File: src/rtl/seq_divider_if.sv
// rtl/seq_divider_if.sv - start/busy/done handshake and operand/result bundle for seq_divider
interface seq_divider_if #(
    parameter int DIVIDEND_W = 8,
    parameter int DIVISOR_W  = 4
);
    logic                  start;
    logic [DIVIDEND_W-1:0] dividend;
    logic [DIVISOR_W-1:0]  divisor;
    logic                  busy;
    logic                  done;
    logic [DIVIDEND_W-1:0] quotient;
    logic [DIVISOR_W-1:0]  remainder;
    logic                  div_by_zero;

    modport master (
        output start, dividend, divisor,
        input  busy, done, quotient, remainder, div_by_zero
    );

    modport slave (
        input  start, dividend, divisor,
        output busy, done, quotient, remainder, div_by_zero
    );
endinterface

File: src/rtl/seq_divider.sv
// rtl/seq_divider.sv - sequential restoring divider, one quotient bit per clock
module seq_divider #(
    parameter int DIVIDEND_W = 8,
    parameter int DIVISOR_W  = 4
) (
    input  logic        clk,
    input  logic        resetn,
    seq_divider_if.slave bus
);
    localparam int CNT_W = (DIVIDEND_W > 1) ? $clog2(DIVIDEND_W) : 1;
    localparam logic [CNT_W-1:0] LAST = CNT_W'(DIVIDEND_W - 1);

    localparam logic [1:0] S_IDLE = 2'd0;
    localparam logic [1:0] S_RUN  = 2'd1;
    localparam logic [1:0] S_DONE = 2'd2;

    logic [1:0]            state;
    logic [DIVIDEND_W-1:0] dvd_sh;
    logic [DIVIDEND_W-1:0] quot_sh;
    logic [DIVISOR_W-1:0]  dvs;
    logic [DIVISOR_W:0]    prem;
    logic [CNT_W-1:0]      count;
    logic [DIVIDEND_W-1:0] quotient_q;
    logic [DIVISOR_W-1:0]  remainder_q;
    logic                  dbz_q;

    logic [DIVISOR_W:0]    shifted;
    logic [DIVISOR_W:0]    trial;
    logic                  fits;
    logic [DIVIDEND_W-1:0] quot_next;
    logic [DIVISOR_W:0]    prem_next;

    // One extra partial-remainder bit keeps the shifted value exact before the trial subtract.
    always_comb begin
        shifted   = {prem[DIVISOR_W-1:0], dvd_sh[DIVIDEND_W-1]};
        trial     = shifted - {1'b0, dvs};
        fits      = (shifted >= {1'b0, dvs});
        quot_next = {quot_sh[DIVIDEND_W-2:0], fits};
        prem_next = fits ? trial : shifted;
    end

    always_ff @(posedge clk) begin
        if (!resetn) begin
            state       <= S_IDLE;
            dvd_sh      <= '0;
            quot_sh     <= '0;
            dvs         <= '0;
            prem        <= '0;
            count       <= '0;
            quotient_q  <= '0;
            remainder_q <= '0;
            dbz_q       <= 1'b0;
        end else begin
            case (state)
                S_RUN: begin
                    dvd_sh  <= dvd_sh << 1;
                    quot_sh <= quot_next;
                    prem    <= prem_next;
                    count   <= count + 1'b1;
                    if (count == LAST) begin
                        state       <= S_DONE;
                        quotient_q  <= quot_next;
                        remainder_q <= prem_next[DIVISOR_W-1:0];
                    end
                end
                // IDLE and DONE both accept a new request, giving back-to-back operation.
                default: begin
                    if (bus.start) begin
                        if (bus.divisor != '0) begin
                            state   <= S_RUN;
                            dvd_sh  <= bus.dividend;
                            dvs     <= bus.divisor;
                            prem    <= '0;
                            quot_sh <= '0;
                            count   <= '0;
                            dbz_q   <= 1'b0;
                        end else begin
                            state       <= S_DONE;
                            quotient_q  <= '1;
                            remainder_q <= '0;
                            dbz_q       <= 1'b1;
                        end
                    end else begin
                        state <= S_IDLE;
                    end
                end
            endcase
        end
    end

    assign bus.busy        = (state == S_RUN);
    assign bus.done        = (state == S_DONE);
    assign bus.quotient    = quotient_q;
    assign bus.remainder   = remainder_q;
    assign bus.div_by_zero = dbz_q;
endmodule

File: src/flat_wrapper.sv
// flat-port wrapper written by rule: the top's interface ports become plain ports
module seq_divider_flat 
#(
    parameter int DIVIDEND_W = 8,
    parameter int DIVISOR_W  = 4
)
  (clk, resetn, bus_start, bus_dividend, bus_divisor, bus_busy, bus_done, bus_quotient, bus_remainder, bus_div_by_zero);
  seq_divider_if #(.DIVIDEND_W(DIVIDEND_W), .DIVISOR_W(DIVISOR_W)) bus_i ();
  input  logic clk;
  input  logic resetn;
  input wire logic [$bits(bus_i.start)-1:0] bus_start;
  input wire logic [$bits(bus_i.dividend)-1:0] bus_dividend;
  input wire logic [$bits(bus_i.divisor)-1:0] bus_divisor;
  output wire logic [$bits(bus_i.busy)-1:0] bus_busy;
  output wire logic [$bits(bus_i.done)-1:0] bus_done;
  output wire logic [$bits(bus_i.quotient)-1:0] bus_quotient;
  output wire logic [$bits(bus_i.remainder)-1:0] bus_remainder;
  output wire logic [$bits(bus_i.div_by_zero)-1:0] bus_div_by_zero;
  assign bus_i.start = bus_start;
  assign bus_i.dividend = bus_dividend;
  assign bus_i.divisor = bus_divisor;
  assign bus_busy = bus_i.busy;
  assign bus_done = bus_i.done;
  assign bus_quotient = bus_i.quotient;
  assign bus_remainder = bus_i.remainder;
  assign bus_div_by_zero = bus_i.div_by_zero;
  seq_divider #(.DIVIDEND_W(DIVIDEND_W), .DIVISOR_W(DIVISOR_W)) u_core (.clk(clk), .resetn(resetn), .bus(bus_i));
endmodule
File: config.mk
export PLATFORM = sky130hd
export DESIGN_NAME = seq_divider_flat
export DESIGN_NICKNAME = d
export VERILOG_FILES = /design/src/rtl/seq_divider_if.sv /design/src/rtl/seq_divider.sv /design/src/flat_wrapper.sv
export SDC_FILE = /design/constraint.sdc
export NUM_CORES = 1
export LEC_CHECK = 0
export ABC_AREA = 1
export CORE_MARGIN = 2
export CORE_UTILIZATION = 56
export CTS_BUF_LIST = sky130_fd_sc_hd__clkbuf_4 sky130_fd_sc_hd__clkbuf_8 sky130_fd_sc_hd__clkbuf_16
export DETAILED_ROUTE_END_ITERATION = 6
export PLACE_DENSITY = 0.88
export SLEW_MARGIN = 20
export SYNTH_ARGS = -nofsm -noshare
export SYNTH_HDL_FRONTEND = slang
export SYNTH_SLANG_ARGS = --single-unit
File: constraint.sdc
create_clock -name clk -period 4.48 [get_ports clk]
set_input_delay 1.12 -clock clk [delete_from_list [all_inputs] [get_ports clk]]
set_output_delay 1.12 -clock clk [all_outputs]
set_load 0.03 [all_outputs]
==> impl_metrics.env, run 1 <==
export IMPL_avgSynthCellArea_um2=7.48
export IMPL_cts_buffers=5
export IMPL_synth_area_leader_cell="dfxtp_1"
export IMPL_end_kind="primary output"
export IMPL_critPathTopFamily="buffers and inverters"
export IMPL_crit_chain="inv_1 > nand2_2 > inv_2 > clkdlybuf4s50_1"
export IMPL_syn_nets=267
export IMPL_yosys_warnings=0
export IMPL_nNetsFinal=293
export IMPL_die_x_um=61.2
export IMPL_hold_buffers=0
export IMPL_cts_sinks=41
export IMPL_finClkSkew_ps=6.29
export IMPL_crit_fanout=28
export IMPL_critical_path_depth=4
export IMPL_synth_xor_xnor_area_share_pct=0.478
export IMPL_drt_wl_total_mm=3.58
export IMPL_io_pins=30
export IMPL_hold_violations=0
export IMPL_fillerInstances=260
export IMPL_clk_pin_slew_worst_paths_ps=110
export IMPL_fp_dieH_um=61.2
export IMPL_p_int_mw=0.498
export IMPL_vias=1592
export IMPL_grt_pass1_vias=1473
export IMPL_synth_edf_count=0
export IMPL_route_detailed_drc=0
export IMPL_slowest_stage="clkdlybuf4s50_1"
export IMPL_vias_per_cell=5.04
export IMPL_rsz0062_at_grt="no"
export IMPL_syn_area_um2=1830
export IMPL_synth_area_leaders="dfxtp_1, nand2_1, inv_1"
export IMPL_clock_path_buffers=2
export IMPL_power_leakage_nw=1.04
export IMPL_synth_simple_area_share_pct=25.8
export IMPL_fmax_ghz=0.316
export IMPL_grtUsageMet2_pct=39.4
export IMPL_ir_worst_vdd_mv=0.247
export IMPL_diodes=0
export IMPL_r2r_cells=9
export IMPL_fin_setup_tns_ps=0
export IMPL_use_met1_pct=25.1
export IMPL_antenna_found_initial=0
export IMPL_grt_pass1_wl_mm=6.09
export IMPL_drv_slew=0
export IMPL_insertion_delay_ps=340
export IMPL_synth_top_area_share_pct=44.8
export IMPL_synth_compound_area_share_pct=11.9
export IMPL_criticalPathCategory="register to primary output"
export IMPL_muxShareOfSynthArea_pct=0
export IMPL_ys_ff_latch=41
export IMPL_synth_fa_ha_area_share_pct=5.19
export IMPL_cp_arrival_ps=2040
export IMPL_worst_pin_slew_ps=757
export IMPL_yosysUniqueCellTypes=26
export IMPL_core_um2=3080
export IMPL_max_slew_margin_pct=49.4
export IMPL_grt_busiest_layer="met2"
export IMPL_cts_setup_buffers=0
export IMPL_wire_per_inst_um=11.3
export IMPL_finalSetupViolCount=0
export IMPL_postCtsResizedCells=0
export IMPL_drt_initial_drc_count=78
export IMPL_postSynthCellCount=245
export IMPL_hold_path_class="register to register"
export IMPL_synth_top_family_by_area="simple AND/OR/NAND/NOR gates"
export IMPL_root_buffer="clkbuf_4"
export IMPL_p_per_area_nw_per_um2=323
export IMPL_p_seq_share_pct=56.6
export IMPL_cts_tree="yes"
export IMPL_grt_overflow=0
export IMPL_p_clk_share_pct=25.3
export IMPL_start_kind="register"
export IMPL_whs_ps=476
export IMPL_netSwitchingPower_mw=0.200
export IMPL_area_growth_syn_to_layout_pct=18.0
export IMPL_htreeDepth=2
export IMPL_outcome="complete, no violations"
export IMPL_path_buf_inv=3
export IMPL_use_met3_pct=4.83
export IMPL_maxCapViolations=0
export IMPL_grt_use_total_pct=21.6
export IMPL_final_layout_size_suffix_gt1_share_pct=5.51
export IMPL_io_buffers=29
export IMPL_slowest_delay_ps=760
export IMPL_row_count=20
export IMPL_fin_crit_sh_pct=70.6
export IMPL_start_util_pct=59.6
export IMPL_cp_required_ps=3360
export IMPL_routabilityCongestion=0.933
export IMPL_p_comb_share_pct=18.1
export IMPL_dieArea_um2=3750
export IMPL_grt_max_degree=29
export IMPL_min_period_ps=3160
export IMPL_swShare_pct=28.7
export IMPL_min_path_cells=2
export IMPL_yosysSeqAreaShare_pct=44.8
export IMPL_firstDrtPassIters=5
export IMPL_ys_async_sr_fraction_pct=0
export IMPL_dp_hpwl_mm=2.54
export IMPL_ant_nets=0
export IMPL_synth_top_flop_cell="dfxtp_1"
==> registers in the layout, summed over array words and instances (netlist names) <==
register,flops
u_core.bus.remainder,4
u_core.count,3
u_core.quot_sh,7
u_core.bus.div_by_zero,1
u_core.dvd_sh,8
u_core.dvs,4
u_core.bus.quotient,8
u_core.prem,4
u_core.state,2
==> power groups by stage <==
stage | clock [mW] | sequential, mW | combinational [mW]
after floorplan | 0 | 0.405 | 0.0885
after global placement | 0 | 0.402 | 0.124
after detailed placement | 0 | 0.403 | 0.126
after CTS | 0.182 | 0.395 | 0.127
after global routing | 0.199 | 0.397 | 0.143
final | 0.177 | 0.395 | 0.127
==> layout make-up <==
type	instances	area, µm²	area share, %
Multi-Input combinational cell	155	795	36.7
Clock inverter	2	10.0	0.463
Clock buffer	6	45.0	2.08
Sequential cell	41	821	38.0
Timing Repair Buffer	29	290	13.4
Tap cell	44	55.1	2.55
Inverter	39	146	6.77
==> through the flow <==
step	worst slack (ps)	instances	power, mW	cell area (µm²)	util [%]
floorplan	2520	245	0.494	1830	-
global placement	1580	308	0.526	2110	68.5
detailed placement	1580	308	0.529	2110	68.5
CTS	1290	316	0.704	2160	70.2
global route	1220	316	0.739	2160	70.2
finish	1320	316	0.698	2160	70.2
==> placed cells by master, fill, tap and decap left out, drive strengths merged <==
master and instances:
a21oi 11, clkbuf 6, ha 6, clkdlybuf4s50 29, nor2 23, nand3 15, nor3 6, inv 39
nor4 1, fa 1, nand4 4, o211ai 7, a31oi 7, dfxtp 41, nand2 62, xnor2 1
o21ai 11, clkinv 2
==> logic make-up after synthesis <==
kind of cell / after synthesis
buf+inv: 49
simple gates: 111
flops: 41
compound gates: 36
fa+ha+maj: 7
xor+xnor: 1
==> path summary, 6_finish.rpt <==
kind | start | end | slack, ps
worst max-delay path | u_core.state[1] | bus_busy | 1320
worst min register to register | u_core.dvs[2] | u_core.dvs[2] | 480
worst min-delay path | u_core.dvs[2] | u_core.dvs[2] | 480
worst max register to register | u_core.state[1] | u_core.bus.remainder[2] | 2610
==> cell usage after synthesis, types with 2 or more instances <==
master and n:
o211ai_1 7, buf_4 2, nor2_1 22, buf_6 3, ha_1 6, clkbuf_1 2
nand4_1 4, o21ai_0 9, nand3_1 14, dfxtp_1 41, nand2_1 60, nor3_1 6
inv_1 37, a21oi_1 11, a31oi_1 7, buf_2 3, inv_2 2
==> layer usage <==
layer / up-vias / routed length, µm
li1: 833 / -
met5: - / 0
met1: 720 / 1670
met2: 37 / 1750
met4: 0 / 25
met3: 2 / 132
==> worst min-delay path: cells and delay by family (launching register included) <==
| family | cells | cell delay (ps) |
|---|---|---|
| flip-flops | 1 | 310 |
| AO/OA/AOI/OAI | 1 | 60 |
| buffers and inverters | 1 | 70 |
Note: power is estimated with default switching activity, not from simulation.
==> run 2: changes to the inputs <==
Settings changed: CORE_UTILIZATION 56 to 47, PLACE_DENSITY 0.88 to 0.79.
Clock period 4.48 ns to 2.9 ns, I/O delays scaled along.
==> run 2 against run 1 <==
Utilization fell by 9.7 points; power is 82% higher; sequential power grew 54%; clock skew fell by 0.67 ps; first-iteration DRC count is 23% higher; combinational power up 57%; register-to-register slack worse by 1500 ps; die area is 18% higher; critical path type unchanged; largest cell class unchanged; largest power group unchanged; highest routed layer unchanged.
==> impl_metrics.env, run 2 (same netlist as run 1, synthesis figures left out) <==
export IMPL_outcome="complete, no violations"
export IMPL_finalSetupViolCount=0
export IMPL_start_kind="register"
export IMPL_rsz0062_at_grt="no"
export IMPL_insertion_delay_ps=300
export IMPL_whs_ps=468
export IMPL_dp_hpwl_mm=2.57
export IMPL_antenna_found_initial=0
export IMPL_cts_tree="yes"
export IMPL_power_leakage_nw=1.07
export IMPL_clk_pin_slew_worst_paths_ps=80
export IMPL_netSwitchingPower_mw=0.336
export IMPL_cts_sinks=41
export IMPL_fin_setup_tns_ps=0
export IMPL_r2r_cells=9
export IMPL_p_per_area_nw_per_um2=566
export IMPL_grt_pass1_wl_mm=6.51
export IMPL_endpoint="bus_busy"
export IMPL_r2r_setup_slack_ps=1100
export IMPL_fp_dieH_um=66.5
export IMPL_cp_arrival_ps=1610
export IMPL_start_util_pct=49.3
export IMPL_maxCapViolations=0
export IMPL_ir_worst_vdd_mv=0.337
export IMPL_root_buffer="clkbuf_8"
export IMPL_grt_max_degree=28
export IMPL_final_layout_size_suffix_gt1_share_pct=6.55
export IMPL_vias_per_cell=4.87
export IMPL_cts_setup_buffers=0
export IMPL_criticalPathCategory="register to primary output"
export IMPL_hold_path_class="register to register"
export IMPL_max_slew_margin_pct=62.8
export IMPL_worst_r2r_startpoint="u_core.prem[1]"
export IMPL_worst_pin_slew_ps=555
export IMPL_clock_path_buffers=2
export IMPL_firstDrtPassIters=4
export IMPL_drt_initial_drc_count=96
export IMPL_htreeDepth=2
export IMPL_drt_wl_total_mm=3.59
export IMPL_p_comb_share_pct=15.7
export IMPL_p_seq_share_pct=47.8
export IMPL_cp_required_ps=2170
export IMPL_io_buffers=29
export IMPL_hold_violations=0
export IMPL_final_common_cell="nand2_1"
export IMPL_swShare_pct=26.4
export IMPL_core_um2=3720
export IMPL_p_clk_share_pct=36.5
export IMPL_hold_buffers=0
export IMPL_final_cell_mix="nand2_1, dfxtp_1, inv_1"
export IMPL_fmax_ghz=0.428
export IMPL_io_pins=30
export IMPL_drv_slew=0
export IMPL_finClkSkew_ps=5.63
export IMPL_routabilityCongestion=0.842
export IMPL_p_int_mw=0.938
export IMPL_area_growth_syn_to_layout_pct=22.7
export IMPL_row_count=22
export IMPL_end_kind="primary output"
export IMPL_startpoint="u_core.state[1]"
export IMPL_crit_fanout=11
export IMPL_fin_crit_sh_pct=80.5
export IMPL_diodes=0
export IMPL_dieArea_um2=4420
export IMPL_grt_pass1_vias=1511
export IMPL_min_period_ps=2330
export IMPL_grt_use_total_pct=19.4
export IMPL_die_x_um=66.5
export IMPL_cts_buffers=5
export IMPL_postCtsResizedCells=0
export IMPL_vias=1574
export IMPL_r2r_end="u_core.bus.remainder[2]"
export IMPL_wire_per_inst_um=11.1
export IMPL_ant_nets=0
export IMPL_grt_overflow=0
export IMPL_nNetsFinal=296
export IMPL_route_detailed_drc=0
==> run 2: worst max-delay path, cell delays in order (launching register included) <==
cell	delay, ps
dfxtp_1	300
inv_1	70
nand2_2	170
inv_2	100
clkdlybuf4s50_1	670
==> run 2: layout make-up <==
type | instances | area, µm²
Multi-Input combinational cell | 155 | 795
Timing Repair Buffer | 32 | 313
Clock inverter | 2 | 38.8
Sequential cell | 41 | 821
Tap cell | 48 | 60.1
Fill cell | 331 | 1470
Inverter | 39 | 146
Clock buffer | 6 | 76.3
==> run 2: power groups by stage <==
| stage | clock network (mW) | logic [mW] | registers, mW |
|---|---|---|---|
| final | 0.465 | 0.200 | 0.609 |
| after detailed placement | 0 | 0.200 | 0.622 |
| after CTS | 0.474 | 0.201 | 0.609 |
| after global placement | 0 | 0.197 | 0.621 |
| after floorplan | 0 | 0.137 | 0.626 |
| after global routing | 0.502 | 0.228 | 0.613 |
==> run 2: layer usage <==
layer	vias to the layer above	track usage (%)	wire length [µm]
met5	-	0	0
met4	0	7.65	71
met3	5	6.08	149
met2	31	31.5	1610
met1	698	23.8	1760
li1	840	-	-
==> run 2: metrics by stage <==
| stage | worst slack, ps | power [mW] | std cells | utilization [%] | instance area, µm² |
|---|---|---|---|---|---|
| floorplan | 1340 | 0.763 | 245 | - | 1830 |
| global placement | 606 | 0.818 | 315 | 57.4 | 2130 |
| detailed placement | 547 | 0.822 | 315 | 57.4 | 2130 |
| CTS | 554 | 1.28 | 323 | 60.5 | 2250 |
| global route | 483 | 1.34 | 323 | 60.5 | 2250 |
| finish | 565 | 1.27 | 323 | 60.5 | 2250 |
==> run 2: how the worst min path moves through the flow <==
stage                       from                end  cells past startpoint
6_report       u_core.quot_sh[0]  u_core.quot_sh[0]                      2
5_1_grt          u_core.count[2]    u_core.count[2]                      2
4_1_cts        u_core.quot_sh[0]  u_core.quot_sh[0]                      2
3_5_place_dp   u_core.quot_sh[0]  u_core.quot_sh[0]                      2
3_3_place_gp     u_core.count[1]    u_core.count[1]                      2
2_1_floorplan      u_core.dvs[2]      u_core.dvs[2]                      2
